[config.mk]
export PLATFORM = sky130hd
export DESIGN_NAME = gfx_vga_out
export DESIGN_NICKNAME = d
export VERILOG_FILES = /design/src/rtl/gfx_vga_out.sv
export SDC_FILE = /design/constraint.sdc
export NUM_CORES = 1
export LEC_CHECK = 0
export BUFFER_PORTS_ARGS = -buffer_cell sky130_fd_sc_hd__buf_2
export CAP_MARGIN = 10
export CORE_MARGIN = 3
export CORE_UTILIZATION = 45
export CTS_BUF_LIST = sky130_fd_sc_hd__clkbuf_2
export DETAILED_ROUTE_END_ITERATION = 8
export PLACE_DENSITY = 0.58
export SLEW_MARGIN = 25
export SYNTH_ARGS = -nofsm -noshare
export SYNTH_HDL_FRONTEND = slang
export SYNTH_SLANG_ARGS = --single-unit
[constraint.sdc]
create_clock -name clk -period 13.52 [get_ports clk]
set_input_delay 4.056 -clock clk [delete_from_list [all_inputs] [get_ports clk]]
set_output_delay 4.056 -clock clk [all_outputs]
set_load 0.005 [all_outputs]
[src/rtl/gfx_vga_out.sv]
// VGA raster generator fed by an rgb30 SOP/EOP pixel stream through a small FIFO.
// Each stream frame is locked to raster (0,0); underflow or framing errors blank until a later frame.
module gfx_vga_out #(
  parameter int H_ACTIVE   = 640,
  parameter int H_FP       = 16,
  parameter int H_SYNC     = 96,
  parameter int H_BP       = 48,
  parameter int V_ACTIVE   = 480,
  parameter int V_FP       = 10,
  parameter int V_SYNC     = 2,
  parameter int V_BP       = 33,
  parameter int CLK_DIV    = 2,
  parameter int FIFO_DEPTH = 16
) (
  input  logic        clk,
  input  logic        rst_n,
  input  logic        in_valid,
  output logic        in_ready,
  input  logic        in_startofpacket,
  input  logic        in_endofpacket,
  input  logic [29:0] in_data,
  output logic [9:0]  vga_r,
  output logic [9:0]  vga_g,
  output logic [9:0]  vga_b,
  output logic        vga_hsync,
  output logic        vga_vsync,
  output logic        vga_de,
  output logic        frame_start,
  output logic        underflow
);

  localparam int H_TOTAL = H_ACTIVE + H_FP + H_SYNC + H_BP;
  localparam int V_TOTAL = V_ACTIVE + V_FP + V_SYNC + V_BP;
  localparam int HW      = $clog2(H_TOTAL + 1);
  localparam int VW      = $clog2(V_TOTAL + 1);
  localparam int DW      = $clog2(CLK_DIV + 1);
  localparam int AW      = $clog2(FIFO_DEPTH);

  typedef struct packed {
    logic        sop;
    logic        eop;
    logic [29:0] data;
  } pix_t;

  typedef enum logic [1:0] {SEEK, ARM, RUN} state_t;

  // ---------------- pixel tick ----------------
  logic [DW-1:0] div;
  logic          tick;

  assign tick = (div == DW'(CLK_DIV - 1));

  always_ff @(posedge clk or negedge rst_n) begin
    if (!rst_n) div <= '0;
    else        div <= tick ? '0 : div + 1'b1;
  end

  // ---------------- raster counters ----------------
  logic [HW-1:0] h;
  logic [VW-1:0] v;
  logic h_wrap, v_wrap, active, at_origin, at_end, at_last, hs_n, vs_n;

  assign h_wrap    = (h == HW'(H_TOTAL - 1));
  assign v_wrap    = (v == VW'(V_TOTAL - 1));
  assign active    = (h < HW'(H_ACTIVE)) && (v < VW'(V_ACTIVE));
  assign at_origin = (h == '0) && (v == '0);
  assign at_end    = h_wrap && v_wrap;
  assign at_last   = (h == HW'(H_ACTIVE - 1)) && (v == VW'(V_ACTIVE - 1));
  assign hs_n      = !((h >= HW'(H_ACTIVE + H_FP)) && (h < HW'(H_ACTIVE + H_FP + H_SYNC)));
  assign vs_n      = !((v >= VW'(V_ACTIVE + V_FP)) && (v < VW'(V_ACTIVE + V_FP + V_SYNC)));

  always_ff @(posedge clk or negedge rst_n) begin
    if (!rst_n) begin
      h <= '0;
      v <= '0;
    end else if (tick) begin
      h <= h_wrap ? '0 : h + 1'b1;
      if (h_wrap) v <= v_wrap ? '0 : v + 1'b1;
    end
  end

  // ---------------- input FIFO ----------------
  pix_t          mem [FIFO_DEPTH];
  logic [AW:0]   wr_ptr, rd_ptr, count;
  logic          full, empty, push, pop, rdy_en;
  pix_t          head;

  assign count    = wr_ptr - rd_ptr;
  assign full     = (count == (AW+1)'(FIFO_DEPTH));
  assign empty    = (count == '0);
  // rdy_en keeps the stream stalled for the first cycle out of reset
  assign in_ready = rdy_en && !full;
  assign push     = in_valid && in_ready;
  assign head     = mem[rd_ptr[AW-1:0]];

  always_ff @(posedge clk) begin
    if (push) mem[wr_ptr[AW-1:0]] <= {in_startofpacket, in_endofpacket, in_data};
  end

  always_ff @(posedge clk or negedge rst_n) begin
    if (!rst_n) begin
      wr_ptr <= '0;
      rd_ptr <= '0;
      rdy_en <= 1'b0;
    end else begin
      rdy_en <= 1'b1;
      if (push) wr_ptr <= wr_ptr + 1'b1;
      if (pop)  rd_ptr <= rd_ptr + 1'b1;
    end
  end

  // ---------------- frame lock FSM ----------------
  state_t      state;
  logic [29:0] rgb;

  // A stray SOP away from (0,0) is left in the FIFO so the next frame can lock on it.
  always_comb begin
    pop = 1'b0;
    case (state)
      SEEK:    pop = !empty && !head.sop;
      RUN:     pop = tick && active && !empty && !(head.sop && !at_origin);
      default: pop = 1'b0;
    endcase
  end

  always_ff @(posedge clk or negedge rst_n) begin
    if (!rst_n) begin
      state       <= SEEK;
      vga_hsync   <= 1'b1;
      vga_vsync   <= 1'b1;
      vga_de      <= 1'b0;
      rgb         <= '0;
      frame_start <= 1'b0;
      underflow   <= 1'b0;
    end else begin
      frame_start <= tick && (state == RUN) && at_origin;
      if (tick) begin
        vga_hsync <= hs_n;
        vga_vsync <= vs_n;
        vga_de    <= active;
        rgb       <= ((state == RUN) && pop) ? head.data : '0;
      end
      case (state)
        SEEK: if (!empty && head.sop) state <= ARM;
        ARM:  if (tick && at_end) state <= RUN;
        RUN: begin
          if (tick && active) begin
            if (empty) begin
              underflow <= 1'b1;
              state     <= SEEK;
            end else if (head.sop && !at_origin) begin
              state <= ARM;
            end else if (at_last != head.eop) begin
              underflow <= 1'b1;
              state     <= SEEK;
            end
          end
        end
        default: state <= SEEK;
      endcase
    end
  end

  assign vga_r = rgb[29:20];
  assign vga_g = rgb[19:10];
  assign vga_b = rgb[9:0];

endmodule

==> reports/qor.txt, run 1 <==
CP Class -> reg -> out
leakage power figure -> 0.00898 µW
# setup viols final -> 0
fin crit period -> 7800 ps
worst slew pin tran -> 1000 ps
row count -> 82
post-layout util -> 50.6%
Startpoint Class -> flip-flop
sequential fraction of the synthesis area -> 74.5%
Area Overhead vs Synth -> 10.9%
Num CTS Buffers -> 152
drt pass-1 iters -> 5
Core Area -> 50400 µm²
Initial Utilization -> 45.7%
critical path arrival -> 3740 ps
GRT Util Overall -> 18.0%
CP Capture Type -> primary output
hold_sp -> vga_de
critical path required time -> 9460 ps
top_reg_cell synth -> edfxtp_1
synthesized area per cell -> 20.6 µm²
post-DP HPWL -> 24400 µm
Fin. Hold Viols -> 0
post-cts hold buffer count -> 0
Yosys warnings -> 0
fin. max-slew vios -> 0
Iter 0 DRT Violations -> 759
gr ovfl total -> 0
DR WL/cell -> 21.9 µm
maxcap violations -> 0
Die Y -> 232 µm
Switching Fraction -> 29.6%
# port buffers -> 70
Rel. slew slack -> 33.3%
Setup Fix Bufs, Post-CTS -> 0
r2r startpoint -> rd_ptr[0]
global-route wire length before repair -> 71500 µm
reg2reg setup slack -> 9670 ps
Max VDD drop -> 0.102 mV
CTS Buffer Depth -> 3
Post-Syn Nets -> 1166
# fillers -> 4229
RR Endpoint -> rgb[14]
Worst R2R Path Depth -> 8
internal power -> 3080 µW
total clock sinks -> 582
CTS-repair resized insts -> 0
clk_skew -> 77.4 ps
Die W -> 232 µm
crit-path max FO -> 41
root buffer cell -> clkbuf_2
Hold Path Sink -> vga_de
post-route ant nets -> 0
pin count of the biggest net entering global routing -> 116
HP Class -> reg -> reg
layout net count -> 1350
final worst-path cycle share -> 57.7%
vias per cell -> 5.34
clock transition time at the flip-flop clock pins of the worst setup and hold paths -> 90 ps
Post-Route WL -> 45900 µm
Sequential Power Share -> 48.5%
initial antenna violation count -> 3
flops & latches, synth -> 582
vias in the first global route -> 12100
RSZ-0062 raised after global routing -> false
Cell Pwr Density -> 172 nW/µm²
final setup TNS -> 0 ps
Clock power frac -> 26.9%
total die area -> 53900 µm²
Synth async-reset ratio -> 12.0%
share of layout cells above drive strength 1 -> 38.4%
Clock Latency Late Sink -> 1260 ps
Gate power share -> 24.6%
hold depth -> 2
GP Congestion -> 0.767
vias -> 11200
EDFF count, synth -> 512
P_sw -> 1300 µW
Gate Count Post-Synth -> 1118
CTS tree -> built
IO Pins -> 71
outcome -> finished, final reports clean
fmax -> 128 MHz
Distinct cells, synth -> 66
Final Total Pwr -> 4380 µW
# H-tree levels -> 4
mapped cell area -> 23000 µm²
DR DRC count -> 0
[cell usage in the layout (no fill, tap or decap), types with 4 or more instances in the layout]
cell type,instances
a31oi_1,4
and3_2,9
buf_2,69
buf_4,8
clkbuf_2,236
clkinv_1,27
clkinv_2,6
dfrtp_1,65
edfxtp_1,512
ha_1,13
inv_1,43
inv_2,5
mux2i_1,8
mux4_2,154
nand2_1,55
nand3_1,9
nand4_1,11
nor2_1,16
nor2b_1,9
nor3_1,6
nor4_1,6
o21ai_0,13
o21ai_2,30
xnor2_1,13
xor2_1,8
[registers in the layout, summed over array words and instances (netlist names), 2 cells and up]
signal	cells
wr_ptr	5
rd_ptr	5
mem	512
rgb	30
state	2
v	10
div	2
h	10
[final cells by class]
class                      count  area [µm²]  area share, %
multi-input combinational    441        5510           21.6
clock buffer                 236        1180           4.63
sequential                   582       17100           67.2
antenna                        2        5.00         0.0196
clock inverter                40         191          0.750
inverter                      44         165          0.647
tap                          672         841           3.30
timing repair buffer          81         484           1.90
[worst max-delay path by stage]
stage          startpoint          to  cells after the start
2_1_floorplan    in_valid  mem[15][0]                      2
4_1_cts         rd_ptr[3]    in_ready                      8
6_report        rd_ptr[3]    in_ready                      8
3_5_place_dp    rd_ptr[3]    in_ready                      8
3_3_place_gp    rd_ptr[3]    in_ready                      8
5_1_grt         rd_ptr[3]    in_ready                      8
[kinds of logic after synthesis]
| logic type | share of synthesized area, % |
|---|---|
| AO/OA/AOI/OAI | 2.76 |
| XOR/XNOR | 0.897 |
| adder cells (fa/ha/maj) | 0.707 |
| buffers and inverters | 1.78 |
| flip-flops | 74.5 |
| multiplexers | 15.6 |
| other | 0.0163 |
| AND/OR/NAND/NOR | 3.76 |
[routing by layer]
layer | track usage [%] | up-vias | share of wire, %
li1 | - | 5042 | -
met1 | 23.9 | 5850 | 44
met5 | 0 | - | 0.022
met3 | 4.97 | 72 | 4.5
met2 | 28.5 | 247 | 49
met4 | 7.07 | 2 | 1.9
[stage by stage]
step | setup slack [ps] | cell area (µm²) | hold slack (ps) | cells
after floorplan | 6440 | 23000 | 451 | 1118
after global placement | 7000 | 24100 | 453 | 1818
after detailed placement | 6950 | 24100 | 459 | 1818
after CTS | 5470 | 25400 | 481 | 2094
after global routing | 5400 | 25500 | 503 | 2098
final | 5720 | 25500 | 473 | 2098
[power groups by stage]
stage | Clock, µW | Combinational (µW) | Sequential (µW)
after global routing | 1330 | 1180 | 2140
after CTS | 1230 | 1090 | 2130
after floorplan | 0 | 862 | 2120
final | 1180 | 1080 | 2130
after global placement | 0 | 1080 | 2160
after detailed placement | 0 | 1090 | 2170
[worst max-delay path, stage by stage, from the launching register on]
cell      delay (ps)
dfrtp_2          350
buf_4            540
inv_1            200
ha_1             240
xnor3_1          220
nand4_1          120
a211oi_1         610
nor2b_1          110
buf_2            160
[cells in the mapped netlist, drive strengths merged, types with 4 or more instances]
master,count,area share [%]
o21ai,43,1.4
mux4,154,15
nor3b,4,0.13
mux2i,8,0.35
nand2,55,0.90
clkbuf,26,0.42
edfxtp,512,67
nor3,6,0.13
ha,13,0.71
mux2,4,0.20
nor2b,9,0.24
nand2b,4,0.11
and3,15,0.41
xnor2,13,0.49
xor2,8,0.30
nor4,7,0.22
a31oi,4,0.11
nor2,16,0.26
nand4,11,0.30
buf,25,0.64
inv,43,0.70
nand3,9,0.20
o211ai,4,0.21
and2,6,0.16
dfrtp,68,7.4
Note: power is estimated with default switching activity, not from simulation.
==> run 2, diff against run 1 <==
- ABC_AREA: default -> 1
- PLACE_DENSITY: 0.58 -> 0.6
- clock period: 13.52 -> 6.9 ns (I/O delays scaled with it)
==> reports/qor.txt, run 2 <==
root buffer cell -> clkbuf_2
HP Class -> reg -> reg
leakage power figure -> 0.0101 µW
DR WL/cell -> 20.9 µm
Rel. slew slack -> 32.4%
final worst-path cycle share -> 87.4%
RSZ-0062 raised after global routing -> false
# setup viols final -> 0
synthesized area per cell -> 12.0 µm²
CTS Buffer Depth -> 3
# fillers -> 4599
Num CTS Buffers -> 150
total die area -> 55200 µm²
post-route worst setup slack -> 870 ps
share of layout cells above drive strength 1 -> 17.6%
fmax -> 166 MHz
# port buffers -> 70
CP Capture Type -> primary output
Yosys top cell area share -> 65.2%
GP Congestion -> 0.859
# H-tree levels -> 4
layout net count -> 2153
crit-path leading delay family -> flip-flops
Clock Latency Late Sink -> 1320 ps
Startpoint Class -> flip-flop
gr ovfl total -> 0
critical path required time -> 4830 ps
Post-Route WL -> 60700 µm
Yosys warnings -> 0
r2r startpoint -> rd_ptr[1]
hold_sp -> div[0]
worst slew pin tran -> 1010 ps
fin. max-slew vios -> 0
Post-Syn Nets -> 2006
reg2reg setup slack -> 2360 ps
Setup Fix Bufs, Post-CTS -> 0
Distinct cells, synth -> 39
CP Class -> reg -> out
EDFF count, synth -> 512
IO Pins -> 71
RR Endpoint -> mem[0][18]
Initial Utilization -> 45.7%
CTS tree -> built
CTS-repair resized insts -> 0
Hold Path Sink -> div[0]
mapped cell area -> 23600 µm²
initial antenna violation count -> 2
flops & latches, synth -> 582
post-cts hold buffer count -> 0
Die W -> 235 µm
max reg flops -> 512
Fin. Hold Viols -> 0
sequential fraction of the synthesis area -> 72.7%
synth top area cells -> edfxtp_1, nand2_1, dfrtp_1, a21oi_1, nand3_1
row count -> 83
Die Y -> 235 µm
Worst path most repeated cell -> nand2_1
commonest non-fill, non-tap cells in the layout -> nand2_1, edfxtp_1, clkbuf_2, a21oi_1, nand3_1
DR DRC count -> 0
critical path arrival -> 3960 ps
post-DP HPWL -> 35100 µm
Inst Count DP -> 2632
crit path buf inv count -> 3
clk_skew -> 99.0 ps
Cell Pwr Density -> 350 nW/µm²
pre-CTS setup slack -> 2090 ps
Max VDD drop -> 0.205 mV
Gate Count Post-Synth -> 1958
post-synth top area cell -> edfxtp_1
top_reg_cell synth -> edfxtp_1
clock transition time at the flip-flop clock pins of the worst setup and hold paths -> 100 ps
GRT Util Overall -> 22.1%
vias in the first global route -> 15700
pin count of the biggest net entering global routing -> 122
Synth async-reset ratio -> 12.0%
global-route wire length before repair -> 93300 µm
crit-path max FO -> 44
outcome -> finished, final reports clean
drt pass-1 iters -> 6
fin crit period -> 6030 ps
Cell Chain, Critical Path -> inv_4, ha_1, nand2_1, nand2_1, nand2_1, nand2_1, nand2_1, nand2_1, inv_1, a21boi_0, buf_2
CP peak stage delay -> 860 ps
Worst path slowest cell -> dfrtp_4
total clock sinks -> 582
Synth top cells by count -> nand2_1, edfxtp_1, a21oi_1, nand3_1, nor2_1
commonest non-fill, non-tap cell in the layout -> nand2_1
Area Overhead vs Synth -> 12.0%
post-route ant nets -> 0
maxcap violations -> 0
Core Area -> 51600 µm²
final setup TNS -> 0 ps
Finished Layout Cells -> 2908
Iter 0 DRT Violations -> 1423
hold depth -> 1
most frequent cell after synthesis -> nand2_1
vias -> 15900
Worst R2R Path Depth -> 15
vias per cell -> 5.45
## run 2: cells by family after synthesis
family,count (synthesis),share of synthesized area (%)
compound gates,309,8.12
xor+xnor,13,0.483
fa+ha+maj,13,0.690
buf+inv,188,3.45
flops,582,72.7
other cells,1,0.0159
simple gates,852,14.6
## run 2: how the worst max path moves through the flow
stage	from	endpoint	depth (start not counted)
after floorplan	rd_ptr[1]	mem[0][0]	16
after global placement	rd_ptr[1]	in_ready	11
after detailed placement	rd_ptr[1]	in_ready	11
after CTS	rd_ptr[1]	in_ready	11
after global routing	rd_ptr[1]	in_ready	11
final	rd_ptr[1]	in_ready	11
## run 2: per-stage QoR
step	total power (µW)	hold slack, ps	utilization [%]	area, µm²
floorplan	6020	412	-	23600
global placement	6780	421	47.5	24500
detailed placement	6840	429	48.2	24900
CTS	9320	442	51.1	26400
global route	9810	472	51.1	26400
finish	9240	439	51.1	26400
## run 2: report_power, final
group | total, µW | internal [µW] | switching [µW]
clock network | 2470 | 1070 | 1400
registers | 4160 | 4020 | 140
logic | 2610 | 767 | 1850
total | 9240 | 5860 | 3390
## run 2: final cells by class
class / count / area [µm²] / share of cell area, %
flip-flops and latches: 582 / 17100 / 64.9
multi-input cells: 1188 / 5750 / 21.8
clock buffers: 243 / 1220 / 4.61
repair buffers: 102 / 878 / 3.33
well taps: 680 / 851 / 3.22
inverters: 81 / 312 / 1.18
clock inverters: 29 / 238 / 0.901
diodes: 3 / 7.51 / 0.0284
## run 2: per-layer routing
layer  vias to the layer above  routed length [µm]  global-route usage, %
li1                       7343                   -                      -
met1                      7858               26800                   30.2
met3                       103                3880                   4.98
met5                         -                   0                      0
met4                         0                1280                   7.90
met2                       558               28700                   34.9
==> run 3, diff against run 2 <==
- CORE_ASPECT_RATIO: default -> 0.6
- RECOVER_POWER: default -> 100
- SKIP_CTS_REPAIR_TIMING: default -> 1
==> reports/qor.txt, run 3 (synthesis gave the netlist of run 2 again) <==
IO Pins -> 71
Worst path slowest cell -> clkbuf_1
pre-CTS setup slack -> 2280 ps
CP Capture Type -> flip-flop
fin. max-slew vios -> 277
Startpoint Class -> flip-flop
post-route cell area -> 25600 µm²
hold depth -> 1
worst slew pin tran -> 3050 ps
Final Total Pwr -> 8970 µW
CP peak stage delay -> 1180 ps
initial antenna violation count -> 1
crit-path leading delay family -> simple AND/OR/NAND/NOR gates
GP Congestion -> 0.851
total die area -> 55300 µm²
post-route ant nets -> 0
CTS Buffer Depth -> 3
Hold Path Sink -> div[1]
vias in the first global route -> 15800
r2r startpoint -> rd_ptr[1]
root buffer cell -> clkbuf_2
DR DRC count -> 0
crit-path max FO -> 53
Clock Latency Late Sink -> 1130 ps
Die Y -> 183 µm
Initial Utilization -> 45.9%
Area Overhead vs Synth -> 8.57%
final setup TNS -> 0 ps
crit path buf inv count -> 4
global-route wire length before repair -> 94100 µm
row count -> 64
Post-Route WL -> 61100 µm
vias -> 15600
CP Class -> reg -> reg
Worst R2R Path Depth -> 15
DR WL/cell -> 21.2 µm
commonest non-fill, non-tap cells in the layout -> nand2_1, edfxtp_1, clkbuf_2, a21oi_1, nand3_1
post-DP HPWL -> 35100 µm
GRT Util Overall -> 22.4%
pin count of the biggest net entering global routing -> 126
outcome -> finished, violations left
max reg flops -> 512
Num CTS Buffers -> 135
Worst path most repeated cell -> nand2_1
Die W -> 301 µm
leakage power figure -> 0.00958 µW
CTS tree -> built
clk_skew -> 96.0 ps
post-route worst setup slack -> 1160 ps
RR Endpoint -> mem[2][0]
drt pass-1 iters -> 5
vias per cell -> 5.42
Core Area -> 51300 µm²
# port buffers -> 70
failing checks -> max-capacitance violations, max-slew violations
critical path arrival -> 6390 ps
hold_sp -> div[0]
critical path required time -> 7550 ps
Max VDD drop -> 0.283 mV
gr ovfl total -> 0
layout net count -> 2133
Fin. Hold Viols -> 0
share of layout cells above drive strength 1 -> 11.7%
Cell Pwr Density -> 351 nW/µm²
reg2reg setup slack -> 1160 ps
total clock sinks -> 582
Post-DP Area -> 24800 µm²
# H-tree levels -> 4
Iter 0 DRT Violations -> 1547
fmax -> 174 MHz
HP Class -> reg -> reg
fin crit period -> 5740 ps
Rel. slew slack -> -103%
RSZ-0062 raised after global routing -> false
commonest non-fill, non-tap cell in the layout -> nand2_1
Cell Chain, Critical Path -> inv_4, ha_1, nand2_1, nand2_1, nand2_1, nand2_1, nand2_1, nand2_1, inv_1, a21boi_0, nand2_1, inv_1, nand2_1, nor2_1, clkbuf_1
Inst Count DP -> 2637
# setup viols final -> 0
Finished Layout Cells -> 2877
maxcap violations -> 13
final worst-path cycle share -> 83.1%
clock transition time at the flip-flop clock pins of the worst setup and hold paths -> 110 ps
-- run 3: cell count changes in the layout (fill, tap and decap cells not counted), moves of 4 or more --
cell      delta
buf_4        -8
buf_2       -53
nor2_4      -15
nor2_1      +15
clkinv_1     +4
clkbuf_2    -37
buf_16      -13
clkbuf_1    +70
-- run 3: worst max-delay path by stage --
stage	startpoint	to	slack [ps]	cells after the start
after floorplan	rd_ptr[1]	mem[0][0]	2640	16
after global placement	rd_ptr[1]	in_ready	2240	11
after detailed placement	rd_ptr[1]	in_ready	2280	11
after CTS	rd_ptr[1]	in_ready	1000	11
after global routing	rd_ptr[1]	mem[9][0]	640	15
final	rd_ptr[1]	mem[2][0]	1160	15
-- run 3: final cells by class --
| type | instances | area, µm² |
|---|---|---|
| fillers | 4604 | 25700 |
| flip-flops and latches | 582 | 17100 |
| multi-input cells | 1188 | 5620 |
| clock buffers | 206 | 1030 |
| well taps | 693 | 867 |
| repair buffers | 97 | 438 |
| inverters | 81 | 314 |
| clock inverters | 29 | 189 |
| diodes | 1 | 2.50 |
-- run 3: per-layer routing --
| metal | share of wire, % | GRT usage, % | vias to the layer above |
|---|---|---|---|
| met5 | 0 | 0 | - |
| met4 | 2.0 | 7.36 | 0 |
| met3 | 6.6 | 4.72 | 85 |
| met2 | 46 | 34.2 | 575 |
| met1 | 46 | 32.3 | 7662 |
| li1 | - | - | 7268 |
-- run 3: where the power goes --
group	leakage (µW)	total, µW	switching [µW]	internal, µW
combinational	0.00308	2540	1810	728
clock	0.000957	2240	1350	895
sequential	0.00554	4190	166	4020
total	0.00958	8970	3330	5650
-- run 3: through the flow --
stage | util (%) | hold WS (ps)
final | 49.9 | 436
after global routing | 49.9 | 451
after CTS | 50.7 | 447
after detailed placement | 48.3 | 431
after global placement | 47.8 | 421
after floorplan | - | 412
